===== src/rtl/register_file_param_if.sv =====
// Bus bundle for the parametrised register file: decode-side addresses and write data in,
// registered operands and clear status out.
interface register_file_param_if #(
  parameter int WIDTH  = 4,
  parameter int ADDR_W = 2
);
  logic [ADDR_W-1:0] rs;
  logic [ADDR_W-1:0] rt;
  logic [ADDR_W-1:0] rw;
  logic [WIDTH-1:0]  dw;
  logic              rwe;
  logic              clr;
  logic [WIDTH-1:0]  crs;
  logic [WIDTH-1:0]  crt;
  logic              busy;

  modport master (
    output rs, rt, rw, dw, rwe, clr,
    input  crs, crt, busy
  );

  modport slave (
    input  rs, rt, rw, dw, rwe, clr,
    output crs, crt, busy
  );
endinterface


===== src/rtl/register_file_param.sv =====
// 2-read/1-write register file with registered reads, optional write bypass, optional
// hardwired-zero r0 and a sequenced bulk-clear engine (one register per cycle).
//
// state | meaning
// IDLE  | normal read/write, clr accepted
// CLEAR | reg[cnt] zeroed each cycle, writes and clr ignored
module register_file_param #(
  parameter int WIDTH    = 4,
  parameter int ADDR_W   = 2,
  parameter int ZERO_REG = 0,
  parameter int BYPASS   = 1
) (
  input logic                  clk,
  input logic                  rst,
  register_file_param_if.slave bus
);
  localparam int DEPTH = 2 ** ADDR_W;

  typedef enum logic {IDLE, CLEAR} state_t;

  state_t            state_q, state_d;
  logic [ADDR_W-1:0] cnt_q, cnt_d;
  logic              busy_q, busy_d;
  logic [WIDTH-1:0]  crs_q, crs_d;
  logic [WIDTH-1:0]  crt_q, crt_d;
  logic [WIDTH-1:0]  regs_q [DEPTH];
  logic [WIDTH-1:0]  regs_d [DEPTH];
  logic              wr_ok;

  always_comb begin
    state_d = state_q;
    cnt_d   = cnt_q;
    wr_ok   = (state_q == IDLE) && bus.rwe && !((ZERO_REG != 0) && (bus.rw == '0));
    for (int i = 0; i < DEPTH; i++) regs_d[i] = regs_q[i];
    if (wr_ok) regs_d[bus.rw] = bus.dw;
    case (state_q)
      IDLE: begin
        if (bus.clr) begin
          state_d = CLEAR;
          cnt_d   = '0;
        end
      end
      CLEAR: begin
        regs_d[cnt_q] = '0;
        cnt_d         = cnt_q + 1'b1;
        if (cnt_q == ADDR_W'(DEPTH - 1)) state_d = IDLE;
      end
      default: state_d = IDLE;
    endcase
    busy_d = (state_d == CLEAR);
  end

  // Without bypass the ports see pre-edge contents, but a register being cleared still reads 0.
  always_comb begin
    if (BYPASS != 0) begin
      crs_d = regs_d[bus.rs];
      crt_d = regs_d[bus.rt];
    end else begin
      crs_d = regs_q[bus.rs];
      crt_d = regs_q[bus.rt];
      if ((state_q == CLEAR) && (cnt_q == bus.rs)) crs_d = '0;
      if ((state_q == CLEAR) && (cnt_q == bus.rt)) crt_d = '0;
    end
    if ((ZERO_REG != 0) && (bus.rs == '0)) crs_d = '0;
    if ((ZERO_REG != 0) && (bus.rt == '0)) crt_d = '0;
  end

  always_ff @(posedge clk or posedge rst) begin
    if (rst) begin
      state_q <= IDLE;
      cnt_q   <= '0;
      busy_q  <= 1'b0;
      crs_q   <= '0;
      crt_q   <= '0;
      for (int i = 0; i < DEPTH; i++) regs_q[i] <= '0;
    end else begin
      state_q <= state_d;
      cnt_q   <= cnt_d;
      busy_q  <= busy_d;
      crs_q   <= crs_d;
      crt_q   <= crt_d;
      for (int i = 0; i < DEPTH; i++) regs_q[i] <= regs_d[i];
    end
  end

  assign bus.crs  = crs_q;
  assign bus.crt  = crt_q;
  assign bus.busy = busy_q;
endmodule


===== src/flat_wrapper.sv =====
// flat-port wrapper written by rule: the top's interface ports become plain ports
module register_file_param_flat 
#(
  parameter int WIDTH    = 4,
  parameter int ADDR_W   = 2,
  parameter int ZERO_REG = 0,
  parameter int BYPASS   = 1
)
  (clk, rst, bus_rs, bus_rt, bus_rw, bus_dw, bus_rwe, bus_clr, bus_crs, bus_crt, bus_busy);
  register_file_param_if #(.WIDTH(WIDTH), .ADDR_W(ADDR_W)) bus_i ();
  input logic clk;
  input logic rst;
  input wire logic [$bits(bus_i.rs)-1:0] bus_rs;
  input wire logic [$bits(bus_i.rt)-1:0] bus_rt;
  input wire logic [$bits(bus_i.rw)-1:0] bus_rw;
  input wire logic [$bits(bus_i.dw)-1:0] bus_dw;
  input wire logic [$bits(bus_i.rwe)-1:0] bus_rwe;
  input wire logic [$bits(bus_i.clr)-1:0] bus_clr;
  output wire logic [$bits(bus_i.crs)-1:0] bus_crs;
  output wire logic [$bits(bus_i.crt)-1:0] bus_crt;
  output wire logic [$bits(bus_i.busy)-1:0] bus_busy;
  assign bus_i.rs = bus_rs;
  assign bus_i.rt = bus_rt;
  assign bus_i.rw = bus_rw;
  assign bus_i.dw = bus_dw;
  assign bus_i.rwe = bus_rwe;
  assign bus_i.clr = bus_clr;
  assign bus_crs = bus_i.crs;
  assign bus_crt = bus_i.crt;
  assign bus_busy = bus_i.busy;
  register_file_param #(.WIDTH(WIDTH), .ADDR_W(ADDR_W), .ZERO_REG(ZERO_REG), .BYPASS(BYPASS)) u_core (.clk(clk), .rst(rst), .bus(bus_i));
endmodule

===== config.mk =====
export PLATFORM = sky130hd
export DESIGN_NAME = register_file_param_flat
export DESIGN_NICKNAME = d
export VERILOG_FILES = /design/src/rtl/register_file_param_if.sv /design/src/rtl/register_file_param.sv /design/src/flat_wrapper.sv
export SDC_FILE = /design/constraint.sdc
export NUM_CORES = 1
export LEC_CHECK = 0
export CAP_MARGIN = 20
export CORE_MARGIN = 4
export CORE_UTILIZATION = 52
export DETAILED_ROUTE_END_ITERATION = 8
export HOLD_SLACK_MARGIN = 0.1
export MAX_ROUTING_LAYER = met4
export PLACE_DENSITY = 0.78
export SLEW_MARGIN = 20
export SYNTH_ARGS = -nofsm -noshare
export SYNTH_HDL_FRONTEND = slang
export SYNTH_SLANG_ARGS = --single-unit

===== constraint.sdc =====
create_clock -name clk -period 2.85 [get_ports clk]
set_clock_uncertainty 0.1 [all_clocks]
set_input_delay 0.57 -clock clk [delete_from_list [all_inputs] [get_ports clk]]
set_output_delay 0.57 -clock clk [all_outputs]
set_load 0.01 [all_outputs]

==> results of run 1 <==
## power groups by stage
| stage | clock network, W | logic, W | registers [W] |
|---|---|---|---|
| after floorplan | 0 | 0.000309 | 0.000576 |
| after global placement | 0 | 0.000513 | 0.000553 |
| after detailed placement | 0 | 0.000540 | 0.000561 |
| after CTS | 0.000173 | 0.000542 | 0.000551 |
| after global routing | 0.000183 | 0.000598 | 0.000564 |
| final | 0.000164 | 0.000539 | 0.000549 |
## final cells by class
cell class	count	area share [%]
Sequential cell	27	40.9
Multi-Input combinational cell	53	39.9
Timing Repair Buffer	24	14.2
Tap cell	30	2.27
Clock buffer	3	1.36
Inverter	4	0.908
Clock inverter	1	0.454
## routing by layer
layer  global-route usage (%)  part of all wire [%]  up-vias
met5                        -                     0        -
met4                     4.53                  0.80        0
met3                     4.36                   3.5        4
met2                     33.0                    54       14
met1                     23.1                    42      432
li1                         -                     -      386
## synth_stat cells
master     count  area share, %
dfrtp_1       27             50
a21boi_0      15            8.3
mux2_2        12            9.9
mux4_1         8             15
ha_1           4            3.7
inv_1          4            1.1
mux2_4         4            4.4
a21boi_1       1           0.55
a21o_1         1           0.55
buf_2          1           0.37
clkbuf_1       1           0.28
mux2i_1        1           0.74
nand2_1        1           0.28
nand4b_1       1           0.64
nand4bb_1      1           0.83
nand4bb_2      1            1.2
nor3_1         1           0.37
o31ai_1        1           0.55
or4b_4         1            1.0
## cell families after synthesis
logic type                 Yosys count  synth area share [%]
adders and majority gates            4                  3.68
muxes                               25                  30.6
and+or+nand+nor                      6                  4.33
DFF                                 27                  49.7
buffers and inverters                6                  1.75
AOI/OAI and AO/OA                   18                  9.95
## sequential cells by signal, indices dropped and copies added, names as in the netlist
name            flops
u_core.regs_q      16
u_core.bus.crs      4
u_core.bus.crt      4
u_core.cnt_q        2
u_core.state_q      1
## metrics by stage
step / total power (W) / cell area, um^2 / util (%) / hold slack (ns)
CTS: 0.00127 / 1650 / 66.7 / 0.464
finish: 0.00125 / 1650 / 66.7 / 0.463
detailed placement: 0.00110 / 1620 / 65.5 / 0.515
floorplan: 0.000885 / 1360 / - / 0.473
global route: 0.00135 / 1650 / 66.7 / 0.493
global placement: 0.00107 / 1620 / 65.5 / 0.502
## layout by cell type (no fill, tap or decap)
cell,netlist,layout
a21boi_0,15,15
a21boi_1,1,1
a21o_1,1,1
buf_4,0,2
clkbuf_4,0,3
clkdlybuf4s50_1,0,22
clkinvlp_4,0,1
dfrtp_1,27,27
ha_1,4,4
inv_1,4,4
mux2_2,12,12
mux2_4,4,4
mux2i_1,1,1
mux4_1,8,8
nand2_1,1,1
nand4b_1,1,1
nand4bb_1,1,1
nand4bb_2,1,1
nor3_1,1,1
o31ai_1,1,1
or4b_4,1,1
## worst max-delay path, cell delays in order
cell and delay (ns):
clkdlybuf4s50_1 0.55, or4b_4 0.54, mux2_4 0.34, mux4_1 0.48
## final timing paths
check,start,cells after the start,slack [ns],end
max in group asynchronous,rst,3,1.92,u_core.regs_q[11]
min reg2reg,u_core.cnt_q[1],2,0.53,u_core.cnt_q[1]
max reg2reg,u_core.state_q,4,0.77,u_core.bus.crt[0]
min in group clk,u_core.cnt_q[1],2,0.53,u_core.cnt_q[1]
min,rst,3,0.46,u_core.bus.crt[0]
max,bus_rwe,4,0.49,u_core.bus.crt[1]
==> impl_metrics.py, run 1 <==
metrics = {
    "flow_run": {
        "max-cap-violations": 0,
    },
    "setup_path": {
        "critPathRequiredTime_ns": 2.98,
        "end_kind": "flop",
        "cp-start-kind": "input port",
        "critical_path_class": "in2reg",
        "critPathMaxFanout": 4,
        "crit_arrival_ns": 2.48,
    },
    "power": {
        "p_int_w": 0.000855,
        "p_sw_w": 0.000397,
        "p_leak_nw": 0.795,
        "pwr-share-clk_pct": 13.1,
        "switching_share_pct": 31.7,
        "vdd_drop_max_mv": 0.628,
        "power_frac_seq_pct": 43.9,
        "power.density_nw_per_um2": 757,
        "p_comb_share_pct": 43.0,
    },
    "floorplan": {
        "die-area_um2": 3500,
        "num_io_pins": 23,
        "die_width_um": 59.1,
        "core_area_um2": 2480,
        "die_height_um": 59.1,
        "rows": 18,
        "start_util_pct": 54.8,
    },
    "global_route": {
        "antenna_found_initial": 0,
        "overflow": 0,
        "grt_pass1_wl_um": 4660,
        "grt_max_degree": 28,
        "grt_usage_pct": 19.2,
        "grt_pass1_vias": 905,
    },
    "placed_design": {
        "dp.cells": 138,
        "gp_congestion": 0.860,
        "hpwl_um": 2170,
        "place_ws_ns": 0.122,
        "io_buffers": 22,
    },
    "clock_network": {
        "cts_sinks": 27,
        "clock_latency_ns": 0.32,
        "cts_tree": "done",
        "cts-resized-gates": 0,
        "clkTransAtPathRegs_ns": 0.15,
        "cts_buffers": 3,
        "cts_root_buf": "clkbuf_4",
        "cts-htree-levels": 1,
        "postCtsSetupBuffers": 0,
        "cts_hold_buf": 0,
        "cts_buffer_depth": 2,
    },
    "route": {
        "routed_wl_um": 2730,
        "wire_per_inst_um": 19.2,
        "drcViolationCount": 0,
        "drt_iter0_drc": 8,
        "dr.pass1.iters": 2,
        "via_per_inst": 5.89,
        "vias": 836,
        "antenna_violating_nets_post_route": 0,
    },
    "cells_and_area": {
        "fillers": 179,
        "fin_cells": 142,
        "diodes": 0,
        "drive_gt1_share_pct": 21.4,
        "multi_input_area_um2": 659,
        "nets": 131,
        "regArea_um2": 676,
        "syn_to_final_growth_pct": 21.6,
    },
    "run_status": {
        "outcome": "completed",
    },
    "logic_synthesis": {
        "synth-seq-cells": 27,
        "syn_inst": 86,
        "yosysSeqAreaShare_pct": 49.7,
        "synth.avg_cell_area_um2": 15.8,
        "synth_area_um2": 1360,
        "synth_cell_types": 19,
        "ys_warn_count": 0,
        "synth_nets": 104,
    },
    "sta": {
        "maxSlewViolCount": 0,
        "worstMarginPinSlew_ns": 0.333,
        "relSlewSlack_pct": 77.8,
        "fmax_ghz": 0.425,
        "setup_ws_ns": 0.495,
        "rsz0062_at_grt": "no",
        "fin_crit_sh_pct": 82.6,
        "final.setup.tns_ns": 0,
        "finalCriticalPeriod_ns": 2.36,
        "finalSetupViolations": 0,
        "hold_viol": 0,
    },
    "worst_hold_path": {
        "hp-class": "in2async",
    },
}
Note: power is estimated with default switching activity, not from simulation.
==> run 2: changes to the inputs <==
==> constraint.sdc (replaced) <==
create_clock -name clk -period 2.42 [get_ports clk]
set_clock_uncertainty 0.1 [all_clocks]
set_input_delay 0.484 -clock clk [delete_from_list [all_inputs] [get_ports clk]]
set_output_delay 0.484 -clock clk [all_outputs]
set_load 0.01 [all_outputs]
==> impl_metrics.py, run 2 (synthesis gave the netlist of run 1 again) <==
metrics = {
    "run_status": {
        "outcome": "completed",
    },
    "cells_and_area": {
        "multi_input_area_um2": 659,
        "final_cell_mix": "dfrtp_1, clkdlybuf4s50_1, a21boi_0, mux2_2, mux4_1",
        "finalCoreUtilization_pct": 68.1,
        "postLayoutCellArea_um2": 1690,
        "regArea_um2": 676,
        "largest_reg_flops": 16,
        "fillers": 176,
        "largest-register": "u_core.regs_q",
        "diodes": 0,
        "nets": 136,
        "drive_gt1_share_pct": 24.8,
        "syn_to_final_growth_pct": 24.2,
        "final_common_cell": "dfrtp_1",
    },
    "worst_hold_path": {
        "hp-class": "in2async",
    },
    "power": {
        "p_leak_nw": 0.822,
        "vdd_drop_max_mv": 0.542,
        "power.density_nw_per_um2": 880,
    },
    "floorplan": {
        "die_height_um": 59.1,
        "rows": 18,
        "die-area_um2": 3500,
        "start_util_pct": 54.8,
        "die_width_um": 59.1,
        "core_area_um2": 2480,
        "num_io_pins": 23,
    },
    "clock_network": {
        "cts_buffers": 3,
        "clock_latency_ns": 0.33,
        "cts-htree-levels": 1,
        "cts_tree": "done",
        "cts_hold_buf": 0,
        "cts-resized-gates": 0,
        "cts_root_buf": "clkbuf_4",
        "postCtsSetupBuffers": 0,
        "cts_sinks": 27,
        "cts_buffer_depth": 2,
        "clkTransAtPathRegs_ns": 0.15,
    },
    "sta": {
        "holdWs_ns": 0.406,
        "hold_viol": 0,
        "final.setup.tns_ns": 0,
        "relSlewSlack_pct": 78.0,
        "finalSetupViolations": 0,
        "worstMarginPinSlew_ns": 0.330,
        "finalCriticalPeriod_ns": 2.27,
        "maxSlewViolCount": 0,
        "fin_crit_sh_pct": 93.7,
        "fmax_ghz": 0.441,
        "rsz0062_at_grt": "no",
    },
    "global_route": {
        "grt_pass1_wl_um": 4570,
        "antenna_found_initial": 0,
        "grt_pass1_vias": 861,
        "overflow": 0,
        "grt_usage_pct": 19.0,
        "grt_max_degree": 28,
    },
    "setup_path": {
        "reg2reg_to": "u_core.bus.crt[0]",
        "cpMaxStageDelayCell": "clkdlybuf4s50_1",
        "reg2reg_slack_ns": 0.24,
        "r2r_start": "u_core.state_q",
        "ff2ff_path_depth": 3,
        "crit_buf_inv": 2,
        "critical_path.max_stage_delay_ns": 0.57,
        "crit_arrival_ns": 1.68,
        "cp-start-kind": "flop",
        "critPathMaxFanout": 19,
        "crit_family": "buffers and inverters",
        "critPathRequiredTime_ns": 1.84,
        "end_kind": "output port",
        "critical_path_class": "reg2out",
        "path_cells": "buf_4, clkdlybuf4s50_1",
    },
    "route": {
        "wire_per_inst_um": 18.7,
        "drt_iter0_drc": 29,
        "routed_wl_um": 2750,
        "dr.pass1.iters": 4,
        "drcViolationCount": 0,
        "antenna_violating_nets_post_route": 0,
        "via_per_inst": 5.78,
        "vias": 849,
    },
    "placed_design": {
        "hpwl_um": 2140,
        "post_dp_cell_area_um2": 1660,
        "io_buffers": 22,
        "gp_congestion": 0.752,
    },
    "flow_run": {
        "max-cap-violations": 0,
    },
}
## run 2: changes by cell type in the layout (fill, tap and decap cells not counted), sizes merged
cell,before,now
clkinv,0,1
buf,2,7
clkinvlp,1,0
## run 2: worst reg2reg max path, cell delays in order (launching register included)
cell,delay (ns)
dfrtp_1,0.50
or4b_4,0.62
mux2_4,0.33
mux4_1,0.51
## run 2: how the worst max path moves through the flow
stage,start,slack [ns],depth (start not counted),end
after floorplan,bus_rw[0],0.36,3,u_core.bus.crs[0]
after global placement,bus_rw[0],-0.11,4,u_core.bus.crt[1]
after detailed placement,bus_rw[0],-0.15,4,u_core.bus.crt[2]
after global routing,u_core.state_q,0.07,2,bus_busy
final,u_core.state_q,0.15,2,bus_busy
after CTS,u_core.state_q,0.15,2,bus_busy
## run 2: metrics by stage
stage               setup slack, ns  total power [W]  cells
detailed placement           -0.154          0.00130    143
finish                        0.152          0.00149    147
global route                 0.0678          0.00160    147
floorplan                     0.359          0.00104     86
CTS                           0.148          0.00150    147
global placement             -0.114          0.00127    143
## run 2: final cells by class
class	instances	share of cell area, %
Clock inverter	1	0.297
Clock buffer	3	1.33
Sequential cell	27	40.0
Multi-Input combinational cell	53	39.1
Inverter	4	0.890
Timing Repair Buffer	29	16.2
Tap cell	30	2.22
## run 2: routing by layer
metal	GRT usage (%)	wire (um)	share of wire (%)
met5	-	0	0
met4	7.77	22	0.80
met3	3.27	104	3.8
met2	29.0	1420	52
met1	25.1	1210	44
## run 2: report_power, final
| group | leakage, nW | internal, W | total, W | switching [W] |
|---|---|---|---|---|
| logic | 0.443 | 0.000352 | 0.000632 | 0.000280 |
| registers | 0.362 | 0.000599 | 0.000659 | 0.0000605 |
| clock network | 0.0177 | 0.0000620 | 0.000195 | 0.000133 |
